File: src/rtl/pygmy_pkg.sv
// pygmy_pkg: shared FSM state, access-size encodings and misalignment helper for the PYGMY-V32I core.
package pygmy_pkg;
  typedef enum logic [1:0] {S_IDLE, S_BUS, S_WB} state_t;
  localparam logic [1:0] HB_BYTE = 2'b01;
  localparam logic [1:0] HB_HALF = 2'b10;
  localparam logic [1:0] HB_WORD = 2'b00;
  // hb = 11 falls through to the word rule
  function automatic logic misaligned(input logic [1:0] hb, input logic [1:0] off);
    return hb == HB_BYTE ? 1'b0 : hb == HB_HALF ? off[0] : off != 2'b00;
  endfunction
endpackage

File: src/rtl/lsu_align.sv
// lsu_align: combinational store lane replication/byte enables and load extract with sign/zero extension.
module lsu_align
  import pygmy_pkg::*;
(
  input  logic [1:0]  i_off,
  input  logic [1:0]  i_hb,
  input  logic        i_ul,
  input  logic [31:0] i_sdata,
  input  logic [31:0] i_rdata,
  output logic [31:0] o_wdata,
  output logic [3:0]  o_be,
  output logic [31:0] o_ldata
);
  logic [7:0]  w_b;
  logic [15:0] w_h;
  assign w_b = i_rdata[{i_off, 3'b000} +: 8];
  assign w_h = i_rdata[{i_off[1], 4'b0000} +: 16];
  always_comb begin
    o_wdata = i_hb == HB_BYTE ? {4{i_sdata[7:0]}} : i_hb == HB_HALF ? {2{i_sdata[15:0]}} : i_sdata;
    o_be    = i_hb == HB_BYTE ? 4'b0001 << i_off : i_hb == HB_HALF ? 4'b0011 << {i_off[1], 1'b0} : 4'b1111;
    o_ldata = i_hb == HB_BYTE ? {{24{~i_ul & w_b[7]}}, w_b} :
              i_hb == HB_HALF ? {{16{~i_ul & w_h[15]}}, w_h} : i_rdata;
  end
endmodule

File: src/rtl/lsu_writeback.sv
// lsu_writeback: memory-access and write-back stage; loads/stores over a req/ack bus, then register write-back.
// Define LSU_MISALIGN_CHECK_EN to trap misaligned half/word accesses instead of issuing them.
module lsu_writeback
  import pygmy_pkg::*;
#(
  parameter bit WB_SKIP_X0 = 1'b1
) (
  input  logic        clk_i,
  input  logic        rst_i,
  input  logic        valid_i,
  output logic        ready_o,
  input  logic [31:0] alu_result_i,
  input  logic [31:0] store_data_i,
  input  logic [4:0]  rd_ptr_i,
  input  logic        reg_we_i,
  input  logic        mem_we_i,
  input  logic        mem_re_i,
  input  logic        ul_i,
  input  logic [1:0]  hb_i,
  output logic        mem_req_o,
  output logic        mem_we_o,
  output logic [31:0] mem_addr_o,
  output logic [31:0] mem_wdata_o,
  output logic [3:0]  mem_be_o,
  input  logic        mem_ack_i,
  input  logic [31:0] mem_rdata_i,
  output logic [31:0] rd_o,
  output logic [4:0]  rd_ptr_o,
  output logic        reg_we_o,
  output logic        misalign_o
);
  state_t      r_state, w_next;
  logic [1:0]  r_off, r_hb;
  logic        r_ul, r_store, r_wb_en;
  logic        r_ready, r_req, r_we, r_reg_we, r_mis;
  logic [31:0] r_addr, r_wdata, r_rd;
  logic [3:0]  r_be;
  logic [4:0]  r_rd_ptr;
  logic        w_accept, w_mem, w_mis, w_ack, w_store, w_we_ok;
  logic [1:0]  w_off, w_hb;
  logic        w_ul;
  logic [31:0] w_wdata, w_ldata;
  logic [3:0]  w_be;
  assign w_accept = r_state == S_IDLE && valid_i;
  assign w_mem    = mem_re_i | mem_we_i;
  assign w_ack    = r_state == S_BUS && mem_ack_i;
  assign w_store  = r_state == S_IDLE ? mem_we_i : r_store;
  assign w_we_ok  = reg_we_i && !(WB_SKIP_X0 && rd_ptr_i == 5'd0);
`ifdef LSU_MISALIGN_CHECK_EN
  assign w_mis = w_accept && w_mem && misaligned(hb_i, alu_result_i[1:0]);
`else
  assign w_mis = 1'b0;
`endif
  // One aligner serves both directions: live inputs while accepting a store, latched size/offset for load data
  assign w_off = r_state == S_IDLE ? alu_result_i[1:0] : r_off;
  assign w_hb  = r_state == S_IDLE ? hb_i : r_hb;
  assign w_ul  = r_state == S_IDLE ? ul_i : r_ul;
  lsu_align u_align (
    .i_off   (w_off),
    .i_hb    (w_hb),
    .i_ul    (w_ul),
    .i_sdata (store_data_i),
    .i_rdata (mem_rdata_i),
    .o_wdata (w_wdata),
    .o_be    (w_be),
    .o_ldata (w_ldata)
  );
  always_ff @(posedge clk_i) begin
    if (rst_i) r_state <= S_IDLE;
    else r_state <= w_next;
  end
  always_comb begin
    w_next = r_state == S_IDLE ? (valid_i ? (w_mem && !w_mis ? S_BUS : S_WB) : S_IDLE) :
             r_state == S_BUS  ? (mem_ack_i ? (r_store ? S_IDLE : S_WB) : S_BUS) : S_IDLE;
  end
  always_ff @(posedge clk_i) begin
    if (rst_i) begin
      {r_off, r_hb, r_ul, r_store, r_wb_en} <= '0;
      {r_ready, r_req, r_we, r_reg_we, r_mis} <= '0;
      {r_addr, r_wdata, r_rd, r_be, r_rd_ptr} <= '0;
    end else begin
      r_ready  <= w_next == S_IDLE;
      r_req    <= w_next == S_BUS;
      r_we     <= w_next == S_BUS && w_store;
      r_mis    <= w_mis;
      r_reg_we <= (w_accept && w_next == S_WB && !w_mis && w_we_ok) || (w_ack && !r_store && r_wb_en);
      if (w_accept) begin
        r_off    <= alu_result_i[1:0];
        r_hb     <= hb_i;
        r_ul     <= ul_i;
        r_store  <= mem_we_i;
        r_wb_en  <= w_we_ok;
        r_addr   <= {alu_result_i[31:2], 2'b00};
        r_wdata  <= w_wdata;
        r_be     <= w_be;
        r_rd_ptr <= rd_ptr_i;
        r_rd     <= alu_result_i;
      end
      if (w_ack && !r_store) r_rd <= w_ldata;
    end
  end
  assign ready_o     = r_ready;
  assign mem_req_o   = r_req;
  assign mem_we_o    = r_we;
  assign mem_addr_o  = r_addr;
  assign mem_wdata_o = r_wdata;
  assign mem_be_o    = r_be;
  assign rd_o        = r_rd;
  assign rd_ptr_o    = r_rd_ptr;
  assign reg_we_o    = r_reg_we;
  assign misalign_o  = r_mis;
endmodule

File: config.mk
export PLATFORM = sky130hd
export DESIGN_NAME = lsu_writeback
export DESIGN_NICKNAME = d
export VERILOG_FILES = /design/src/rtl/pygmy_pkg.sv /design/src/rtl/lsu_align.sv /design/src/rtl/lsu_writeback.sv
export SDC_FILE = /design/constraint.sdc
export NUM_CORES = 1
export LEC_CHECK = 0
export ABC_AREA = 1
export CORE_ASPECT_RATIO = 1.5
export CORE_MARGIN = 10
export CORE_UTILIZATION = 45
export CTS_BUF_LIST = sky130_fd_sc_hd__clkbuf_4 sky130_fd_sc_hd__clkbuf_8
export CTS_CLUSTER_DIAMETER = 60
export DETAILED_ROUTE_END_ITERATION = 12
export PLACE_DENSITY_LB_ADDON = 0.25
export SYNTH_ARGS = -nofsm -noshare
export SYNTH_HDL_FRONTEND = slang
export SYNTH_SLANG_ARGS = --single-unit
File: constraint.sdc
create_clock -name clk_i -period 3.3 [get_ports clk_i]
set_input_delay 0.99 -clock clk_i [delete_from_list [all_inputs] [get_ports clk_i]]
set_output_delay 0.99 -clock clk_i [all_outputs]
set_load 0.01 [all_outputs]
==> results of run 1 <==
## state kept, by name, summed over array words and instances (netlist names), 2 cells and up
name	count
mem_addr_o	30
rd_ptr_o	5
mem_be_o	4
r_hb	2
rd_o	32
mem_wdata_o	32
r_off	2
r_state	2
## per-stage QoR
stage	cell area, um^2	instances	power, mW	setup slack [ns]	util
floorplan	5880	885	2.28	1.26	-
global placement	8020	1214	2.77	0.450	0.622
detailed placement	8020	1214	2.78	0.402	0.622
CTS	8500	1246	4.35	0.840	0.659
global route	8500	1246	4.54	0.649	0.659
finish	8500	1246	4.31	0.820	0.659
## worst max-delay path by stage
stage | from | depth (start not counted) | end | slack [ns]
after floorplan | hb_i[0] | 9 | mem_wdata_o[21] | 1.26
final | hb_i[0] | 9 | rd_o[28] | 0.82
after CTS | hb_i[0] | 9 | rd_o[28] | 0.84
after global routing | hb_i[0] | 9 | rd_o[28] | 0.65
after global placement | alu_result_i[1] | 10 | rd_o[23] | 0.45
after detailed placement | hb_i[1] | 12 | mem_wdata_o[17] | 0.40
## cell type report
cell class,count,area share
repair buffers,228,0.266
well taps,159,0.0234
multi-input cells,626,0.343
clock buffers,20,0.0324
flip-flops and latches,116,0.273
inverters,85,0.0383
clock inverters,12,0.0236
## layout by cell type, fill, tap and decap left out
cell	count
sky130_fd_sc_hd__nand2_1	319
sky130_fd_sc_hd__clkdlybuf4s50_1	216
sky130_fd_sc_hd__dfxtp_1	116
sky130_fd_sc_hd__nand3_1	92
sky130_fd_sc_hd__a21oi_1	80
sky130_fd_sc_hd__inv_1	78
sky130_fd_sc_hd__nor2_1	33
sky130_fd_sc_hd__o21ai_0	31
sky130_fd_sc_hd__clkbuf_8	20
sky130_fd_sc_hd__nand4_1	10
sky130_fd_sc_hd__o211ai_1	10
sky130_fd_sc_hd__buf_4	10
sky130_fd_sc_hd__o22ai_1	8
sky130_fd_sc_hd__nand2_4	7
sky130_fd_sc_hd__a31oi_1	7
sky130_fd_sc_hd__o221ai_1	7
sky130_fd_sc_hd__nand2_2	6
sky130_fd_sc_hd__bufinv_16	5
sky130_fd_sc_hd__clkinv_2	3
sky130_fd_sc_hd__conb_1	3
sky130_fd_sc_hd__clkinvlp_4	3
sky130_fd_sc_hd__o21ai_4	2
sky130_fd_sc_hd__inv_4	2
sky130_fd_sc_hd__nand3_4	2
sky130_fd_sc_hd__clkinv_1	2
sky130_fd_sc_hd__inv_2	2
sky130_fd_sc_hd__a21oi_2	2
sky130_fd_sc_hd__nor3_1	2
sky130_fd_sc_hd__nor2_4	1
sky130_fd_sc_hd__or2_4	1
sky130_fd_sc_hd__nand4_2	1
sky130_fd_sc_hd__nor2_8	1
sky130_fd_sc_hd__nor2_2	1
sky130_fd_sc_hd__clkinv_4	1
sky130_fd_sc_hd__inv_6	1
sky130_fd_sc_hd__buf_2	1
sky130_fd_sc_hd__buf_12	1
## synthesized netlist by cell type, drive strengths merged, types with 7 or more instances
library cell,instances,area share
clkbuf,20,0.013
buf,38,0.042
o211ai,10,0.013
a31oi,7,0.0075
a21oi,82,0.071
nand3,94,0.084
o21ai,33,0.032
nand4,11,0.013
nand2,332,0.22
nor2,36,0.027
o22ai,8,0.0085
o221ai,7,0.010
inv,83,0.054
dfxtp,116,0.40
## worst max-delay path, cell delays in order
cell                              delay, ns
sky130_fd_sc_hd__clkdlybuf4s50_1       0.50
sky130_fd_sc_hd__nand2_2               0.08
sky130_fd_sc_hd__o21ai_4               0.12
sky130_fd_sc_hd__nand2_4               0.18
sky130_fd_sc_hd__inv_4                 0.27
sky130_fd_sc_hd__nand3_4               0.29
sky130_fd_sc_hd__nand3_1               0.20
sky130_fd_sc_hd__nand2_1               0.07
sky130_fd_sc_hd__a21oi_1               0.12
## cells by family (layout without fill, tap and decap cells)
| logic type | after synthesis | after routing | share of synthesized area |
|---|---|---|---|
| buf+inv | 143 | 345 | 0.110 |
| simple gates | 476 | 476 | 0.352 |
| other cells | 1 | 3 | 0.000639 |
| compound gates | 147 | 147 | 0.142 |
| flops | 116 | 116 | 0.395 |
## power groups by stage
stage / logic [mW] / clock network (mW) / registers (mW)
after floorplan: 0.607 / 0 / 1.67
after global placement: 1.15 / 0 / 1.62
after detailed placement: 1.16 / 0 / 1.62
after CTS: 1.17 / 1.60 / 1.59
after global routing: 1.28 / 1.65 / 1.60
final: 1.15 / 1.57 / 1.59
## metal layers
layer | up-vias | global-route usage | wire length (um)
met3 | 21 | 0.0844 | 1790
met5 | - | 0 | 0
met1 | 2928 | 0.223 | 7330
met4 | 0 | 0.0579 | 309
met2 | 199 | 0.376 | 10200
li1 | 3226 | - | -
==> results.txt, run 1 <==
----------------------------------------------------
[STA]
  Maximum clock frequency ... 0.403 GHz
  Final setup violation count ... 0
  Final total negative setup slack ... 0 ns
  Final Slew Violations ... 0
  Max-Slew Margin vs Limit ... 0.500
  Worst slew pin tran ... 0.750 ns
  Smallest hold slack ... 0.462 ns
  Fin Clk Skew ... 0.0113 ns
  Fraction of the cycle the final worst path needs ... 0.752
  Final Hold Fails ... 0
  Unrepaired setup endpoints after global routing ... false
  Clock period minus worst slack ... 2.48 ns

[Critical path]
  Setup slack, reg-to-reg ... 1.16 ns
  Critical setup path kind ... primary input to register
  Startpoint of the lowest-slack register-to-register path ... r_state[0]
  Worst reg2reg path depth ... 9
  Crit. End Element ... register
  Worst r2r dst ... rd_o[28]
  CP Launch Type ... primary input
  Worst Path Max Fanout ... 24
  Critical Path RT ... 3.65 ns
  Data arrival, critical path ... 2.83 ns

[Job]
  Max-cap viol count ... 0

[Clocking]
  CTS sink count ... 116
  # hold bufs at CTS ... 0
  Clk Tree Root Cell ... sky130_fd_sc_hd__clkbuf_8
  Clk_lat worst skew ... 0.43 ns
  Number of post-CTS setup repair buffers ... 0
  Post-cts sizing count ... 0
  Worst-case clock buffer depth ... 2
  TritonCTS clock tree ... built
  Clock Pin Slew Worst Setup and Hold Paths ... 0.07 ns
  Clock buffers created by TritonCTS ... 17
  H-tree level count ... 4

[Detailed routing]
  Routed length per placed instance ... 15.7 um
  Vias per cell ... 5.12
  Overall via count from detail_route ... 6374
  DRC violation total after the first TritonRoute iteration ... 306
  Pre-Repair DR Iteration Count ... 5
  Number of nets still failing antenna checks after routing ... 0
  Number of remaining DRC errors ... 0
  Post-detailed-routing wire length ... 19600 um

[Yosys]
  Part of the Yosys area used for sequential elements ... 0.395
  Mean instance size in the synthesized netlist ... 6.65 um^2
  Total number of yosys warnings ... 0
  Count of distinct cell types in the synthesized netlist ... 32
  Share of async-settable or async-resettable flops after synthesis ... 0
  Top FF cell, synth ... sky130_fd_sc_hd__dfxtp_1
  Number of standard cells after synthesis ... 883
  Number of synthesized register bits ... 116
  Netlist Area Pre-Place ... 5870 um^2
  EDFF count, synth ... 0

[Global routing]
  Antenna violations before repair ... 0
  Final global-route overflow total ... 0
  Wire length of the first global-routing pass ... 31600 um
  Vias in the first global route ... 6163
  GRT Resource Usage Total ... 0.212
  Largest net degree at the start of global routing ... 78

[Floorplan]
  Die width ... 113 um
  IO Count ... 221
  Die H ... 160 um
  Area inside the core boundary ... 12900 um^2
  Effective utilization at floorplan ... 0.456
  Std cell rows ... 51
  Die area ... 18100 um^2

[Pwr]
  Sequential share of power ... 0.368
  Net switching component of the power ... 1.30 mW
  Part of the total power dissipated in combinational logic ... 0.268
  Maximum vdd drop ... 303 uV
  P_int ... 3.01 mW
  LEAKAGE ... 3.82 nW
  Switching part of the total ... 0.302
  Clock power share ... 0.364
  Pwr per Cell Area ... 508 nW/um^2

[Finish]
  Share of post-route cells with drive strength above 1 ... 0.0672
  Fillcell total ... 1180
  Final-stage net count ... 1185
  Area grow syn2layout ... 44.7%
  Area of combinational cells with multiple inputs ... 2910 um^2
  Antenna diode instance count ... 0
  Flip-flop and latch area ... 2320 um^2

[Placed design]
  Final estimated routing congestion in global placement ... 0.890
  Port buffer count ... 217
  Final HPWL DP ... 14500 um

[Worst hold path]
  Path category of the worst min-delay check ... register to register
  Sink of the worst hold path ... mem_addr_o[4]
  Number of cells traversed by the worst hold path ... 2
  Start point of the worst min-delay path ... mem_addr_o[4]

[Run status]
  Run status ... finished, final reports clean

----------------------------------------------------
Power figures use the tool's default switching activity.
==> run 2, diff against run 1 <==
--- a/config.mk
+++ b/config.mk
@@ -8,7 +8,7 @@
 export ABC_AREA = 1
 export CORE_ASPECT_RATIO = 1.5
 export CORE_MARGIN = 10
-export CORE_UTILIZATION = 45
+export CORE_UTILIZATION = 41
 export CTS_BUF_LIST = sky130_fd_sc_hd__clkbuf_4 sky130_fd_sc_hd__clkbuf_8
 export CTS_CLUSTER_DIAMETER = 60
 export DETAILED_ROUTE_END_ITERATION = 12
==> constraint.sdc (replaced) <==
create_clock -name clk_i -period 2.1 [get_ports clk_i]
set_input_delay 0.63 -clock clk_i [delete_from_list [all_inputs] [get_ports clk_i]]
set_output_delay 0.63 -clock clk_i [all_outputs]
set_load 0.01 [all_outputs]
==> results.txt, run 2 (synthesis results as in run 1) <==
----------------------------------------------------
[Run status]
  Run status ... finished, final reports clean

[Critical path]
  Buffers plus inverters on the worst setup path ... 1 (-1)
  Start point of the critical path ... rd_o[15]
  Worst r2r dst ... rd_o[20]
  Crit. End Element ... primary output
  Crit path capture ... rd_o[15]
  CP top delay family ... buffers and inverters
  Worst reg2reg path depth ... 9 (unchanged)
  Cell with the biggest individual delay on the critical path ... sky130_fd_sc_hd__clkdlybuf4s50_1
  Setup slack, reg-to-reg ... 0.20 ns (-0.96 ns)
  Data arrival, critical path ... 1.36 ns (-1.47 ns)
  Critical setup path kind ... register to primary output
  Longest individual stage delay on the worst path ... 0.55 ns (+0.05 ns)
  CP Launch Type ... register
  Crit-path cells ... clkdlybuf4s50_1
  Critical Path RT ... 1.47 ns (-2.18 ns)
  Worst path depth ... 1 (-8)
  Worst Path Max Fanout ... 2 (-92%)
  Startpoint of the lowest-slack register-to-register path ... r_state[0]

[Worst hold path]
  Path category of the worst min-delay check ... register to register

[Detailed routing]
  Routed length per placed instance ... 15.8 um (+0.28%)
  Number of remaining DRC errors ... 0 (unchanged)
  Post-detailed-routing wire length ... 20700 um (+5.3%)
  Pre-Repair DR Iteration Count ... 5 (unchanged)
  Vias per cell ... 4.84 (-5.4%)
  Overall via count from detail_route ... 6337 (-0.58%)
  Number of nets still failing antenna checks after routing ... 0 (unchanged)
  DRC violation total after the first TritonRoute iteration ... 263 (-14%)

[Clocking]
  # hold bufs at CTS ... 0 (unchanged)
  TritonCTS clock tree ... built
  Clock Pin Slew Worst Setup and Hold Paths ... 0.07 ns (about the same)
  Worst-case clock buffer depth ... 2 (unchanged)
  Clk_lat worst skew ... 0.43 ns (about the same)
  CTS sink count ... 116 (unchanged)
  Clk Tree Root Cell ... sky130_fd_sc_hd__clkbuf_8
  H-tree level count ... 4 (unchanged)
  Clock buffers created by TritonCTS ... 17 (unchanged)

[Finish]
  Most frequent standard cell in the layout excluding fill and tap cells ... sky130_fd_sc_hd__nand2_1
  Final-stage net count ... 1215 (+2.5%)
  Area of combinational cells with multiple inputs ... 2910 um^2 (unchanged)
  Antenna diode instance count ... 0 (unchanged)
  Area of all placed cells without fillers ... 8960 um^2 (+5.5%)
  Flip-flop and latch area ... 2320 um^2 (about the same)
  Leading cell types in the layout, fill and taps excluded ... 319 x sky130_fd_sc_hd__nand2_1, 216 x sky130_fd_sc_hd__clkdlybuf4s50_1, 115 x sky130_fd_sc_hd__dfxtp_1, 92 x sky130_fd_sc_hd__nand3_1, 80 x sky130_fd_sc_hd__a21oi_1
  Share of post-route cells with drive strength above 1 ... 0.0931 (+0.0259)
  Fillcell total ... 1307 (+11%)
  Area grow syn2layout ... 52.6%
  Final core area utilization ... 0.638 (-0.0215)

[Placed design]
  Final estimated routing congestion in global placement ... 0.938 (+5.4%)
  Final HPWL DP ... 15600 um (+7.5%)
  Placed instance area ... 8470 um^2 (+5.7%)
  Port buffer count ... 217 (unchanged)

[Global routing]
  Final global-route overflow total ... 0 (unchanged)
  Wire length of the first global-routing pass ... 33400 um (+5.7%)
  GRT Resource Usage Total ... 0.207 (-0.00452)
  Largest net degree at the start of global routing ... 72 (-7.7%)
  Antenna violations before repair ... 0 (unchanged)
  Vias in the first global route ... 6352 (+3.1%)

[Pwr]
  LEAKAGE ... 4.04 nW (+5.8%)
  Final Power ... 7.06 mW (+64%)
  Pwr per Cell Area ... 787 nW/um^2 (+55%)
  Maximum vdd drop ... 479 uV (+58%)

[STA]
  Final Slew Violations ... 0 (unchanged)
  Fraction of the cycle the final worst path needs ... 0.946
  Final total negative setup slack ... 0 ns (unchanged)
  Clock period minus worst slack ... 1.99 ns
  Fin Clk Skew ... 0.00999 ns (-0.00132 ns)
  Maximum clock frequency ... 0.504 GHz
  Unrepaired setup endpoints after global routing ... false
  Final setup violation count ... 0 (unchanged)
  Final Hold Fails ... 0 (unchanged)

[Floorplan]
  Std cell rows ... 53 (+3.9%)
  IO Count ... 221 (unchanged)
  Die width ... 118 um (+3.9%)
  Die H ... 167 um (+4.2%)
  Die area ... 19600 um^2 (+8.3%)
  Effective utilization at floorplan ... 0.418 (-0.0379)
  Area inside the core boundary ... 14100 um^2 (+9.1%)

[Job]
  Max-cap viol count ... 0 (unchanged)

----------------------------------------------------
## run 2: cell types whose count changed in the layout (fill, tap and decap cells not counted), sizes merged
cell	change
buf	+30
clkbuf	-3
clkinv	+3
clkinvlp	-2
bufinv	+1
inv	+1
## run 2: final cells by class
class                      instances  share of cell area
clock buffer                      17              0.0261
clock inverter                    15              0.0283
inverter                          85              0.0363
multi-input combinational        626               0.325
sequential                       116               0.259
tap                              192              0.0268
timing repair buffer             258               0.298
## run 2: where the power goes
part           internal (mW)  total [mW]  switching [mW]
registers               2.40        2.49          0.0974
clock network           1.55        2.55           0.999
logic                  0.979        2.02            1.04
total                   4.92        7.06            2.13
## run 2: stage by stage
step / worst slack [ns] / hold WS, ns / cells
floorplan: 0.425 / 0.441 / 885
global placement: -0.223 / 0.450 / 1277
detailed placement: -0.279 / 0.454 / 1277
CTS: 0.0698 / 0.465 / 1309
global route: 0.0383 / 0.482 / 1309
finish: 0.114 / 0.463 / 1309
## run 2: per-layer routing
metal / vias to the layer above / global-route usage / routed length (um)
met4: 0 / 0.0717 / 427
met2: 184 / 0.370 / 10500
met1: 2849 / 0.223 / 8210
met5: - / 0 / 0
met3: 25 / 0.0673 / 1500
li1: 3279 / - / -
## run 2: timing repair
item                                    CTS  global route
buffers inserted                          0             0
gates resized for setup                   1             0
hold endpoints to repair                  0             0
endpoints found under the setup margin    1             0
## run 2: worst min path at each step
stage | from | to | depth (start not counted)
after floorplan | r_wb_en | reg_we_o | 2
final | mem_addr_o[3] | mem_addr_o[3] | 2
after detailed placement | rd_o[8] | rd_o[8] | 2
after global placement | rd_o[9] | rd_o[9] | 2
after global routing | rd_o[19] | rd_o[19] | 2
after CTS | rd_o[9] | rd_o[9] | 2
==> run 3, diff against run 2 <==
--- a/config.mk
+++ b/config.mk
@@ -7,12 +7,11 @@
 export LEC_CHECK = 0
 export ABC_AREA = 1
 export CORE_ASPECT_RATIO = 1.5
-export CORE_MARGIN = 10
 export CORE_UTILIZATION = 41
 export CTS_BUF_LIST = sky130_fd_sc_hd__clkbuf_4 sky130_fd_sc_hd__clkbuf_8
 export CTS_CLUSTER_DIAMETER = 60
 export DETAILED_ROUTE_END_ITERATION = 12
-export PLACE_DENSITY_LB_ADDON = 0.25
+export PLACE_DENSITY = 0.86
 export SYNTH_ARGS = -nofsm -noshare
 export SYNTH_HDL_FRONTEND = slang
 export SYNTH_SLANG_ARGS = --single-unit
==> results.txt, run 3 (synthesis results as in run 1) <==
----------------------------------------------------
[Run status]
  Run status ... finished, final reports clean

[Detailed routing]
  Post-detailed-routing wire length ... 19100 um (-7.8%)
  Number of nets still failing antenna checks after routing ... 0 (unchanged)
  Routed length per placed instance ... 14.6 um (-7.8%)
  Pre-Repair DR Iteration Count ... 5 (unchanged)
  Vias per cell ... 5.08 (+5.0%)
  DRC violation total after the first TritonRoute iteration ... 301 (+14%)
  Number of remaining DRC errors ... 0 (unchanged)
  Overall via count from detail_route ... 6651 (+5.0%)

[Critical path]
  CP Launch Type ... register
  CP top delay family ... buffers and inverters
  Buffers plus inverters on the worst setup path ... 1 (unchanged)
  Data arrival, critical path ... 1.34 ns (-0.02 ns)
  Crit-path cells ... clkdlybuf4s50_1
  Critical setup path kind ... register to primary output
  Longest individual stage delay on the worst path ... 0.55 ns (about the same)
  Cell with the biggest individual delay on the critical path ... sky130_fd_sc_hd__clkdlybuf4s50_1
  Setup slack, reg-to-reg ... 0.21 ns (about the same)
  Crit. End Element ... primary output
  Critical Path RT ... 1.47 ns (about the same)
  Worst Path Max Fanout ... 2 (unchanged)

[Floorplan]
  Std cell rows ... 53 (unchanged)
  Effective utilization at floorplan ... 0.420 (+0.00198)
  Area inside the core boundary ... 14000 um^2 (-0.47%)
  IO Count ... 221 (unchanged)
  Die width ... 99.7 um (-15%)
  Die area ... 14800 um^2 (-24%)
  Die H ... 149 um (-11%)

[Clocking]
  Clk_lat worst skew ... 0.42 ns (about the same)
  Post-cts sizing count ... 0 (-1)
  Number of post-CTS setup repair buffers ... 0 (unchanged)
  CTS sink count ... 116 (unchanged)
  TritonCTS clock tree ... built
  H-tree level count ... 4 (unchanged)
  # hold bufs at CTS ... 0 (unchanged)
  Clk Tree Root Cell ... sky130_fd_sc_hd__clkbuf_8
  Worst-case clock buffer depth ... 2 (unchanged)
  Clock buffers created by TritonCTS ... 17 (unchanged)
  Clock Pin Slew Worst Setup and Hold Paths ... 0.07 ns (about the same)

[Pwr]
  Pwr per Cell Area ... 766 nW/um^2 (-2.7%)
  Final Power ... 6.77 mW (-4.0%)
  P_int ... 4.70 mW (-4.6%)
  Part of the total power dissipated in combinational logic ... 0.291 (+0.005)
  LEAKAGE ... 3.99 nW (-1.3%)
  Switching part of the total ... 0.306 (+0.00412)
  Net switching component of the power ... 2.08 mW (-2.7%)
  Maximum vdd drop ... 458 uV (-4.3%)
  Clock power share ... 0.340 (-0.021)
  Sequential share of power ... 0.369 (+0.016)

[STA]
  Fraction of the cycle the final worst path needs ... 0.939 (-0.00678)
  Maximum clock frequency ... 0.507 GHz (+0.72%)
  Final setup violation count ... 0 (unchanged)
  Fin Clk Skew ... 0.00882 ns (-0.00117 ns)
  Smallest hold slack ... 0.464 ns (+0.00109 ns)
  Final Slew Violations ... 0 (unchanged)
  Clock period minus worst slack ... 1.97 ns (-0.0142 ns)
  Unrepaired setup endpoints after global routing ... false
  Final Hold Fails ... 0 (unchanged)
  Final total negative setup slack ... 0 ns (unchanged)

[Finish]
  Most frequent standard cell in the layout excluding fill and tap cells ... sky130_fd_sc_hd__nand2_1
  Share of post-route cells with drive strength above 1 ... 0.0922 (-0.000895)
  Final-stage net count ... 1215 (unchanged)
  Area grow syn2layout ... 50.6%
  Fillcell total ... 1268 (-3.0%)
  Area of all placed cells without fillers ... 8840 um^2 (-1.4%)
  Antenna diode instance count ... 0 (unchanged)
  Leading cell types in the layout, fill and taps excluded ... 319 x sky130_fd_sc_hd__nand2_1, 216 x sky130_fd_sc_hd__clkdlybuf4s50_1, 116 x sky130_fd_sc_hd__dfxtp_1, 92 x sky130_fd_sc_hd__nand3_1, 80 x sky130_fd_sc_hd__a21oi_1

[Job]
  Max-cap viol count ... 0 (unchanged)

[Placed design]
  Placed instance area ... 8400 um^2 (-0.89%)
  Port buffer count ... 217 (unchanged)
  Final estimated routing congestion in global placement ... 0.922 (-1.7%)
  Final HPWL DP ... 13900 um (-11%)

[Global routing]
  GRT Resource Usage Total ... 0.264 (+0.0566)
  Vias in the first global route ... 6378 (+0.41%)
  Largest net degree at the start of global routing ... 72 (unchanged)
  Final global-route overflow total ... 0 (unchanged)
  Antenna violations before repair ... 0 (unchanged)
  Wire length of the first global-routing pass ... 30800 um (-7.8%)

[Worst hold path]
  Path category of the worst min-delay check ... register to register

----------------------------------------------------
run 3: worst paths after layout:
path,start,end,depth (start not counted)
worst min-delay path,mem_addr_o[12],mem_addr_o[12],2
worst max-delay path,rd_o[17],rd_o[17],1
worst max register to register,r_state[0],rd_o[24],13
worst min register to register,mem_addr_o[12],mem_addr_o[12],2
run 3: power by group through the flow:
stage	registers (mW)	clock network, mW	logic (mW)
3_3_place_gp	2.54	0	1.93
2_1_floorplan	2.62	0	0.954
5_1_grt	2.52	2.45	2.16
4_1_cts	2.50	2.34	1.97
6_report	2.50	2.30	1.97
3_5_place_dp	2.55	0	1.96
run 3: layout make-up:
type	instances	area, um^2	share of cell area
Clock buffer	19	262	0.0296
Clock inverter	13	181	0.0205
Inverter	85	325	0.0368
Multi-Input combinational cell	626	2910	0.329
Sequential cell	116	2320	0.263
Tap cell	192	240	0.0272
Timing Repair Buffer	258	2600	0.294
run 3: metrics by stage:
stage | worst slack (ns) | std cells | util
after global routing | 0.000515 | 1309 | 0.632
after detailed placement | -0.238 | 1277 | 0.600
after floorplan | 0.425 | 885 | -
after CTS | 0.100 | 1309 | 0.632
final | 0.128 | 1309 | 0.632
after global placement | -0.187 | 1277 | 0.600
run 3: routing by layer:
| layer | wire length (um) | up-vias | share of wire | global-route usage |
|---|---|---|---|---|
| li1 | - | 3287 | - | - |
| met1 | 7230 | 3022 | 0.38 | 0.285 |
| met2 | 9650 | 287 | 0.51 | 0.468 |
| met3 | 1340 | 55 | 0.070 | 0.0677 |
| met4 | 838 | 0 | 0.044 | 0.138 |
| met5 | 0 | - | 0 | 0 |
run 3: worst min-delay path: cells and delay by family (launching register included):
family | cells | cell delay [ns]
DFF | 1 | 0.31
and+or+nand+nor | 1 | 0.06
AOI/OAI and AO/OA | 1 | 0.05
